File: config.mk
export PLATFORM = sky130hd
export DESIGN_NAME = rtc_bus_arbiter
export DESIGN_NICKNAME = d
export VERILOG_FILES = /design/src/rtl/rtc_bus_arbiter.sv
export SDC_FILE = /design/constraint.sdc
export NUM_CORES = 1
export LEC_CHECK = 0
export CAP_MARGIN = 20
export CORE_MARGIN = 4
export CORE_UTILIZATION = 35
export CTS_CLUSTER_SIZE = 12
export DETAILED_ROUTE_END_ITERATION = 10
export GPL_ROUTABILITY_DRIVEN = 1
export PLACE_DENSITY_LB_ADDON = 0.15
export SETUP_SLACK_MARGIN = 0.4
export SLEW_MARGIN = 20
export SYNTH_ARGS = -nofsm -noshare
export SYNTH_HDL_FRONTEND = slang
export SYNTH_SLANG_ARGS = --single-unit
export TNS_END_PERCENT = 100
File: constraint.sdc
create_clock -name clk -period 1.65 [get_ports clk]
set_input_delay 0.495 -clock clk [delete_from_list [all_inputs] [get_ports clk]]
set_output_delay 0.495 -clock clk [all_outputs]
set_load 0.01 [all_outputs]
File: src/rtl/rtc_bus_arbiter.sv
// Fixed-priority arbiter (init > write > read) sharing one RTC bus engine.
// Optional watchdog abort in WAIT is enabled with `define RTC_ARB_WDOG_EN.
module rtc_bus_arbiter #(
  parameter int unsigned AW      = 8,
  parameter int unsigned DW      = 8,
  parameter logic [11:0] TIMEOUT = 12'h0FF
) (
  input  logic          clk,
  input  logic          reset,
  input  logic          req_ini,
  input  logic [AW-1:0] ini_addr,
  input  logic [DW-1:0] ini_data,
  input  logic          req_esc,
  input  logic [AW-1:0] esc_addr,
  input  logic [DW-1:0] esc_data,
  input  logic          req_lec,
  input  logic [AW-1:0] lec_addr,
  output logic          ack_ini,
  output logic          ack_esc,
  output logic          ack_lec,
  output logic [DW-1:0] rd_data,
  output logic [2:0]    grant,
  output logic          busy,
  output logic          txn_start,
  output logic          txn_we,
  output logic [AW-1:0] txn_addr,
  output logic [DW-1:0] txn_wdata,
  input  logic [DW-1:0] txn_rdata,
  input  logic          txn_done,
  output logic          err
);

  typedef enum logic [1:0] {StIdle, StIssue, StWait, StAck} state_e;

  state_e        state_q, state_d;
  logic [2:0]    grant_q, grant_d;
  logic [2:0]    ack_q, ack_d;
  logic          busy_q, busy_d;
  logic          start_q, start_d;
  logic          we_q, we_d;
  logic [AW-1:0] addr_q, addr_d;
  logic [DW-1:0] wdata_q, wdata_d;
  logic [DW-1:0] rd_q, rd_d;

`ifdef RTC_ARB_WDOG_EN
  logic [11:0] wdog_q, wdog_d;
  logic        err_q, err_d;
  logic [12:0] wdog_inc;
  logic        wdog_hit;

  // Extra bit keeps the compare correct even when TIMEOUT is 12'hFFF.
  assign wdog_inc = {1'b0, wdog_q} + 13'd1;
  assign wdog_hit = (wdog_inc >= {1'b0, TIMEOUT});
`endif

  always_comb begin
    state_d = state_q;
    grant_d = grant_q;
    ack_d   = '0;
    busy_d  = busy_q;
    start_d = start_q;
    we_d    = we_q;
    addr_d  = addr_q;
    wdata_d = wdata_q;
    rd_d    = rd_q;
`ifdef RTC_ARB_WDOG_EN
    wdog_d  = wdog_q;
    err_d   = err_q;
`endif

    unique case (state_q)
      StIdle: begin
        if (req_ini) begin
          grant_d = 3'b100;
          we_d    = 1'b1;
          addr_d  = ini_addr;
          wdata_d = ini_data;
        end else if (req_esc) begin
          grant_d = 3'b010;
          we_d    = 1'b1;
          addr_d  = esc_addr;
          wdata_d = esc_data;
        end else if (req_lec) begin
          grant_d = 3'b001;
          we_d    = 1'b0;
          addr_d  = lec_addr;
          wdata_d = '0;
        end
        if (req_ini || req_esc || req_lec) begin
          busy_d  = 1'b1;
          start_d = 1'b1;
          state_d = StIssue;
        end
      end

      // txn_done is deliberately not looked at here.
      StIssue: begin
        start_d = 1'b0;
        state_d = StWait;
`ifdef RTC_ARB_WDOG_EN
        wdog_d  = '0;
`endif
      end

      StWait: begin
        if (txn_done) begin
          state_d = StAck;
          ack_d   = grant_q;
          if (grant_q[0]) begin
            rd_d = txn_rdata;
          end
        end
`ifdef RTC_ARB_WDOG_EN
        else if (wdog_hit) begin
          // Abort: ack the owner so it is not stuck, leave rd_data alone.
          state_d = StAck;
          ack_d   = grant_q;
          err_d   = 1'b1;
        end else begin
          wdog_d = wdog_inc[11:0];
        end
`endif
      end

      StAck: begin
        grant_d = '0;
        busy_d  = 1'b0;
        state_d = StIdle;
      end

      default: state_d = StIdle;
    endcase
  end

  always_ff @(posedge clk or negedge reset) begin
    if (!reset) begin
      state_q <= StIdle;
      grant_q <= '0;
      ack_q   <= '0;
      busy_q  <= 1'b0;
      start_q <= 1'b0;
      we_q    <= 1'b0;
      addr_q  <= '0;
      wdata_q <= '0;
      rd_q    <= '0;
    end else begin
      state_q <= state_d;
      grant_q <= grant_d;
      ack_q   <= ack_d;
      busy_q  <= busy_d;
      start_q <= start_d;
      we_q    <= we_d;
      addr_q  <= addr_d;
      wdata_q <= wdata_d;
      rd_q    <= rd_d;
    end
  end

`ifdef RTC_ARB_WDOG_EN
  always_ff @(posedge clk or negedge reset) begin
    if (!reset) begin
      wdog_q <= '0;
      err_q  <= 1'b0;
    end else begin
      wdog_q <= wdog_d;
      err_q  <= err_d;
    end
  end

  assign err = err_q;
`else
  assign err = 1'b0;
`endif

  assign grant     = grant_q;
  assign ack_ini   = ack_q[2];
  assign ack_esc   = ack_q[1];
  assign ack_lec   = ack_q[0];
  assign busy      = busy_q;
  assign txn_start = start_q;
  assign txn_we    = we_q;
  assign txn_addr  = addr_q;
  assign txn_wdata = wdata_q;
  assign rd_data   = rd_q;

endmodule
==> metrics.md, run 1 <==
| Metric | Value |
|---|---|
| Fin crit period | 1.398 ns |
| Syn avg cell area | 11.49 µm² |
| FF-to-FF End | grant[0]$_DFFE_PN0P_ |
| Most frequent cell after synthesis | dfrtp_1 |
| Synth Cell Area | 1689 µm² |
| I/O Buffers | 86 |
| Fin area | 2915 µm² |
| Dpl ws | -0.3019 ns |
| Fin worst setup slack | 0.2517 ns |
| Nets | 319 |
| NetSw | 1506 µW |
| Worst hold path type | primary input to async pin |
| Chip height | 77.47 µm |
| Library cells used by synthesis | 31 |
| Ys flop type | dfrtp_1 |
| Total clock sinks | 35 |
| Num CTS Buffers | 5 |
| Post-Layout Cell Count | 315 |
| Worst Setup End Kind | flop |
| Average wire per standard cell | 14.29 µm |
| Routability congestion estimate | 0.7567 |
| Internal | 2881 µW |
| Largest net degree at the start of global routing | 33 |
| Core Area | 4692 µm² |
| CTS Root Cell | clkbuf_8 |
| Clock skew | 0.006634 ns |
| Post-layout util | 62.13% |
| TritonCTS clock tree | yes |
| Drt pass-1 iters | 4 |
| Async set-or-reset flop fraction in the synthesized netlist | 100.0% |
| Peak supply drop | 780.2 µV |
| Yosys reg bits | 35 |
| Reg-to-reg slack, setup | 0.25 ns |
| Die width | 77.47 µm |
| Cell accounting for the most synthesized area | dfrtp_1 |
| Post-synth top area share | 51.85% |
| Hold slack | 0.08855 ns |
| Clk pin slew, worst setup/hold paths | 0.07 ns |
| Area growth syn-to-layout | 72.59% |
| H-tree depth | 2 |
| Combinational share of power | 51.2% |
| Vias in the first global route | 1477 |
| Initial antenna violation count | 0 |
| Share of layout cells above drive strength 1 | 39.08% |
| Worst Reg-to-Reg Cells | 4 |
| Status | complete, no violations |
| DP Wirelength | 3.278 mm |
| Crit path required time | 1.84 ns |
| Met1 Use GR | 19.60% |
| Drc violations | 0 |
| GRT Overall Usage | 15.44% |
| Met3 usage | 6.845% |
| Post-DP Area | 2709 µm² |
| Setup CP Type | flop to flop |
| Clock Path Buffers | 2 |
| Initial DRC Count | 41 |
| Register area share after synthesis | 51.85% |
| First-pass GRT wire length | 7.245 mm |
| Core Rows | 25 |
| Antenna Nets Post-Route | 0 |
| Register share of total power | 33.2% |
| Slew Limit Fails | 0 |
| # setup viols final | 0 |
| Clk network pwr share | 15.6% |
| Synth area leaders | dfrtp_1, mux2_2, mux2i_1, o21ai_1, nand2_1 |
| GR met2 Demand/Resource | 24.09% |
| RR Startpoint | state_q[1]$_DFFE_PN0P_ |
| Startpoint Class | flop |
| YS warnings | 0 |
| Max-cap check violation count | 0 |
| CP max FO | 4 |
| Power per cell area | 1505 nW/µm² |
| Ports | 88 |
| Hold Vio Cnt, Final | 0 |
| Cts hold-fix bufs | 0 |
| Vias per inst | 4.714 |
| Post-synth top cells | dfrtp_1, nand2_1, o21ai_1 |
| Routed via count | 1485 |
| Gr ovfl total | 0 |
| Fin crit share | 84.75% |
| DP Cell Count | 289 |
| Clock latency at the later pin of the worst-skew pair | 0.28 ns |
| Die area | 6002 µm² |
| Post-Synthesis Cells | 147 |
| Initial Utilization | 36.00% |
| Post-synth EDFFs | 0 |
| Antenna cells | 0 |
| Sw Ratio | 34.33% |
| Max Fclk | 715.1 MHz |
| Critical path arrival | 1.59 ns |
| Final WL | 4.500 mm |
| Pleak | 0.001388 µW |
| Synthesized Nets | 206 |
| RSZ-0062 raised after global routing | yes |
| Gr busiest metal | met2 |
==> worst max-delay path by stage <==
stage / startpoint / to / slack [ns] / depth (start not counted)
finish: state_q[1]$_DFFE_PN0P_ / grant[0]$_DFFE_PN0P_ / 0.25 / 4
global route: state_q[1]$_DFFE_PN0P_ / state_q[1]$_DFFE_PN0P_ / 0.20 / 5
CTS: state_q[1]$_DFFE_PN0P_ / state_q[1]$_DFFE_PN0P_ / 0.28 / 5
detailed placement: req_esc / txn_wdata[0]$_DFFE_PN0P_ / -0.30 / 5
global placement: req_esc / txn_wdata[0]$_DFFE_PN0P_ / -0.27 / 5
floorplan: req_esc / state_q[1]$_DFFE_PN0P_ / 0.21 / 4
==> repair_timing <==
action / 4_1_cts / 5_1_grt
buffers inserted: 12 / 5
setup endpoints to repair: 65 / 64
cloned: 1 / 0
pin swaps: 2 / 1
gates resized for setup: 152 / 13
==> flip-flops by register name, indices dropped and copies added (netlist names) <==
signal	count
rd_data	8
txn_addr	8
txn_wdata	8
ack_q	3
grant	3
state_q	2
busy	1
txn_start	1
txn_we	1
==> per-stage QoR <==
| stage | setup TNS [ns] | total power [µW] |
|---|---|---|
| after floorplan | 0 | 2517 |
| after global placement | -4.749 | 3529 |
| after detailed placement | -5.124 | 3555 |
| after CTS | 0 | 4173 |
| after global routing | 0 | 4707 |
| final | 0 | 4387 |
==> cell usage in the layout (no fill, tap or decap), types with 2 or more instances in the layout <==
cell type and n:
dlygate4sd2_1 2, nand2_1 20, inv_1 3, mux2_2 11, a22oi_1 7, o21ai_1 16, o21ai_2 2, o31ai_2 2
dfrtp_1 35, ha_1 2, buf_6 12, ha_2 2, and3_1 2, inv_2 3, buf_12 4, o21ai_0 2
clkdlybuf4s50_1 48, buf_2 23, mux2_1 5, a21oi_2 3, clkbuf_8 7, buf_4 23, mux2i_1 8
==> area by class of cell <==
| class | count | area, µm² |
|---|---|---|
| Fill cell | 422 | 1777 |
| Inverter | 6 | 22.52 |
| Tap cell | 54 | 67.56 |
| Timing Repair Buffer | 115 | 1050 |
| Multi-Input combinational cell | 97 | 799.5 |
| Clock buffer | 8 | 100.1 |
| Sequential cell | 35 | 875.8 |
==> worst max-delay path, stage by stage (launching register included) <==
cell and delay (ns):
dfrtp_1 0.43, buf_4 0.15, ha_2 0.20, or3_1 0.33, o31ai_2 0.19
==> routing by layer <==
layer / routed length [µm] / vias up
li1: - / 740
met1: 1950 / 669
met2: 2059 / 72
met3: 465 / 4
met4: 25 / 0
met5: 0 / -
==> kinds of logic (layout without fill, tap and decap cells) <==
group | Yosys count | after routing | synth area share (%)
flops | 35 | 35 | 51.85
fa+ha+maj | 5 | 5 | 3.704
compound gates | 36 | 36 | 13.78
other cells | 1 | 1 | 0.2220
mux | 25 | 25 | 16.30
simple gates | 30 | 30 | 9.037
buf+inv | 15 | 129 | 5.111
==> power groups by stage <==
stage / sequential [µW] / combinational (µW) / clock, µW
after CTS: 1440 / 2030 / 705
final: 1460 / 2240 / 686
after global placement: 1450 / 2080 / 0
after floorplan: 1620 / 896 / 0
after global routing: 1510 / 2450 / 747
after detailed placement: 1460 / 2090 / 0
(Power assumes the default switching activity.)
==> run 2, diff against run 1 <==
CORE_UTILIZATION = 39   (was 35)
clock period = 1.3 ns   (was 1.65 ns; I/O delays follow)
==> metrics.md, run 2 (synthesis results as in run 1) <==
| Metric | Value |
|---|---|
| Final Power | 7311 µW (+67%) |
| CTS Root Cell | clkbuf_8 |
| Clk pin slew, worst setup/hold paths | 0.08 ns (about the same) |
| FF-to-FF End | state_q[1]$_DFFE_PN0P_ |
| Routed via count | 1692 (+14%) |
| Post-layout util | 80.40% (+18 points) |
| Num CTS Buffers | 5 (unchanged) |
| Crit path max-delay family | flip-flops |
| Post-Layout Cell Count | 331 (+5.1%) |
| Most frequent cells in the layout | clkdlybuf4s50_1, buf_4, dfrtp_1 |
| Crit path cell chain | inv_2, ha_4, nor4b_4, a21oi_2, mux2_4 |
| Share of layout cells above drive strength 1 | 55.16% (+16 points) |
| Initial DRC Count | 82 (+100%) |
| Vias in the first global route | 1730 (+17%) |
| CP max-delay cell | dfrtp_1 |
| Die width | 73.81 µm (-4.7%) |
| Chip height | 73.81 µm (-4.7%) |
| Vias per inst | 5.112 (+8.4%) |
| Critical path's largest stage delay | 0.40 ns (-0.03 ns) |
| DP Wirelength | 3.571 mm (+9.0%) |
| Antenna Nets Post-Route | 0 (unchanged) |
| # setup viols final | 29 (+29) |
| Fin crit period | 1.398 ns (-0.0004839 ns) |
| Core Rows | 23 (-8.0%) |
| Max-cap check violation count | 0 (unchanged) |
| Slew Limit Fails | 0 (unchanged) |
| Core Area | 4086 µm² (-13%) |
| Gr ovfl total | 0 (unchanged) |
| Commonest non-fill, non-tap cell in the layout | clkdlybuf4s50_1 |
| Routability congestion estimate | 0.8000 (+5.7%) |
| I/O Buffers | 86 (unchanged) |
| Crit path required time | 1.49 ns (-0.35 ns) |
| Status | complete, but fails checks |
| Ports | 88 (unchanged) |
| Drt pass-1 iters | 4 (unchanged) |
| Die area | 5448 µm² (-9.2%) |
| CP max FO | 3 (-1) |
| TritonCTS clock tree | yes |
| Final WL | 6.101 mm (+36%) |
| Hold Vio Cnt, Final | 0 (unchanged) |
| DP Cell Count | 295 (+2.1%) |
| RR Startpoint | state_q[0]$_DFFE_PN0P_ |
| Startpoint Class | flop |
| Buf/Inv on CP | 1 (unchanged) |
| Initial antenna violation count | 0 (unchanged) |
| GRT Overall Usage | 20.27% (+4.8 points) |
| Fin area | 3286 µm² (+13%) |
| Failing checks | setup timing |
| Largest net degree at the start of global routing | 22 (-33%) |
| Crit. Startpoint | state_q[0]$_DFFE_PN0P_ |
| Max Fclk | 715.4 MHz (about the same) |
| Drc violations | 0 (unchanged) |
| Pleak | 0.001592 µW (+15%) |
| Initial Utilization | 41.33% (+5.3 points) |
| Worst Reg-to-Reg Cells | 5 (+1) |
| Power per cell area | 2225 nW/µm² (+48%) |
| H-tree depth | 2 (unchanged) |
| Nets | 339 (+6.3%) |
| Reg-to-reg slack, setup | -0.1 ns (-0.35 ns) |
| Setup TNS Final | -1.411 ns (-1.411 ns) |
| Setup CP Type | flop to flop |
| First-pass GRT wire length | 8.224 mm (+14%) |
| WP depth | 5 (+1) |
| Post-DP Area | 2770 µm² (+2.3%) |
| Clock latency at the later pin of the worst-skew pair | 0.30 ns (+0.02 ns) |
| Antenna cells | 0 (unchanged) |
| Critical path arrival | 1.58 ns (about the same) |
| Layout fillers | 244 (-42%) |
| Clock skew | 0.008207 ns (+0.001573 ns) |
| Fin crit share | 107.5% (+23 points) |
| Clock Path Buffers | 2 (unchanged) |
| Fin worst setup slack | -0.09785 ns (-0.3495 ns) |
| Worst Setup End Kind | flop |
| Peak supply drop | 1544 µV (+98%) |
| Total clock sinks | 35 (unchanged) |
| RSZ-0062 raised after global routing | yes |
| Average wire per standard cell | 18.43 µm (+29%) |
| Area growth syn-to-layout | 94.52% |
| Worst hold path type | primary input to async pin |
run 2: layout make-up:
class / instances / area [µm²] / area share [%]
multi-input combinational: 97 / 962.2 / 29.28
tap: 50 / 62.56 / 1.904
sequential: 35 / 875.8 / 26.66
inverter: 6 / 22.52 / 0.6855
timing repair buffer: 135 / 1230 / 37.43
clock inverter: 2 / 60.06 / 1.828
clock buffer: 6 / 72.57 / 2.209
run 2: layer usage:
metal  share of wire (%)  GRT usage (%)  up-vias  wire length, µm
met5                   0              0        -                0
met4                 2.8          6.237        0              170
met3                 8.1          6.840       17              496
met2                  51          34.35       76             3129
met1                  38          24.14      818             2306
li1                    -              -      781                -
run 2: timing repair:
| item | CTS | global route |
|---|---|---|
| buffers inserted | 14 | 10 |
| gates resized for setup | 161 | 51 |
| cloned | 3 | 1 |
| setup endpoints to repair | 68 | 68 |
| pin swaps | 7 | 16 |
| hold buffers | 0 | 0 |
run 2: how the worst max path moves through the flow:
stage / to / slack [ns]
after floorplan: state_q[1]$_DFFE_PN0P_ / -0.13
after global placement: state_q[1]$_DFFE_PN0P_ / -0.45
after detailed placement: busy$_DFFE_PN0P_ / -0.50
after CTS: grant[0]$_DFFE_PN0P_ / -0.07
after global routing: state_q[1]$_DFFE_PN0P_ / -0.14
final: state_q[1]$_DFFE_PN0P_ / -0.1
run 2: report_power, final:
| group | total [µW] | switching (µW) | internal, µW |
|---|---|---|---|
| combinational | 4230 | 1870 | 2370 |
| clock | 1180 | 417 | 767 |
| sequential | 1890 | 317 | 1580 |
| total | 7310 | 2600 | 4710 |
run 2: per-stage QoR:
| stage | hold slack, ns | setup WS [ns] |
|---|---|---|
| after floorplan | 0.09441 | -0.1259 |
| after detailed placement | 0.3472 | -0.5046 |
| after CTS | 0.02448 | -0.07230 |
| after global routing | 0.02477 | -0.1431 |
| after global placement | 0.3310 | -0.4510 |
| final | 0.007725 | -0.09785 |
==> run 3, diff against run 2 <==
HOLD_SLACK_MARGIN = 0.08   (was default)
==> results of run 3 <==
Final layout, timing and power as in run 2 (identical DEF).
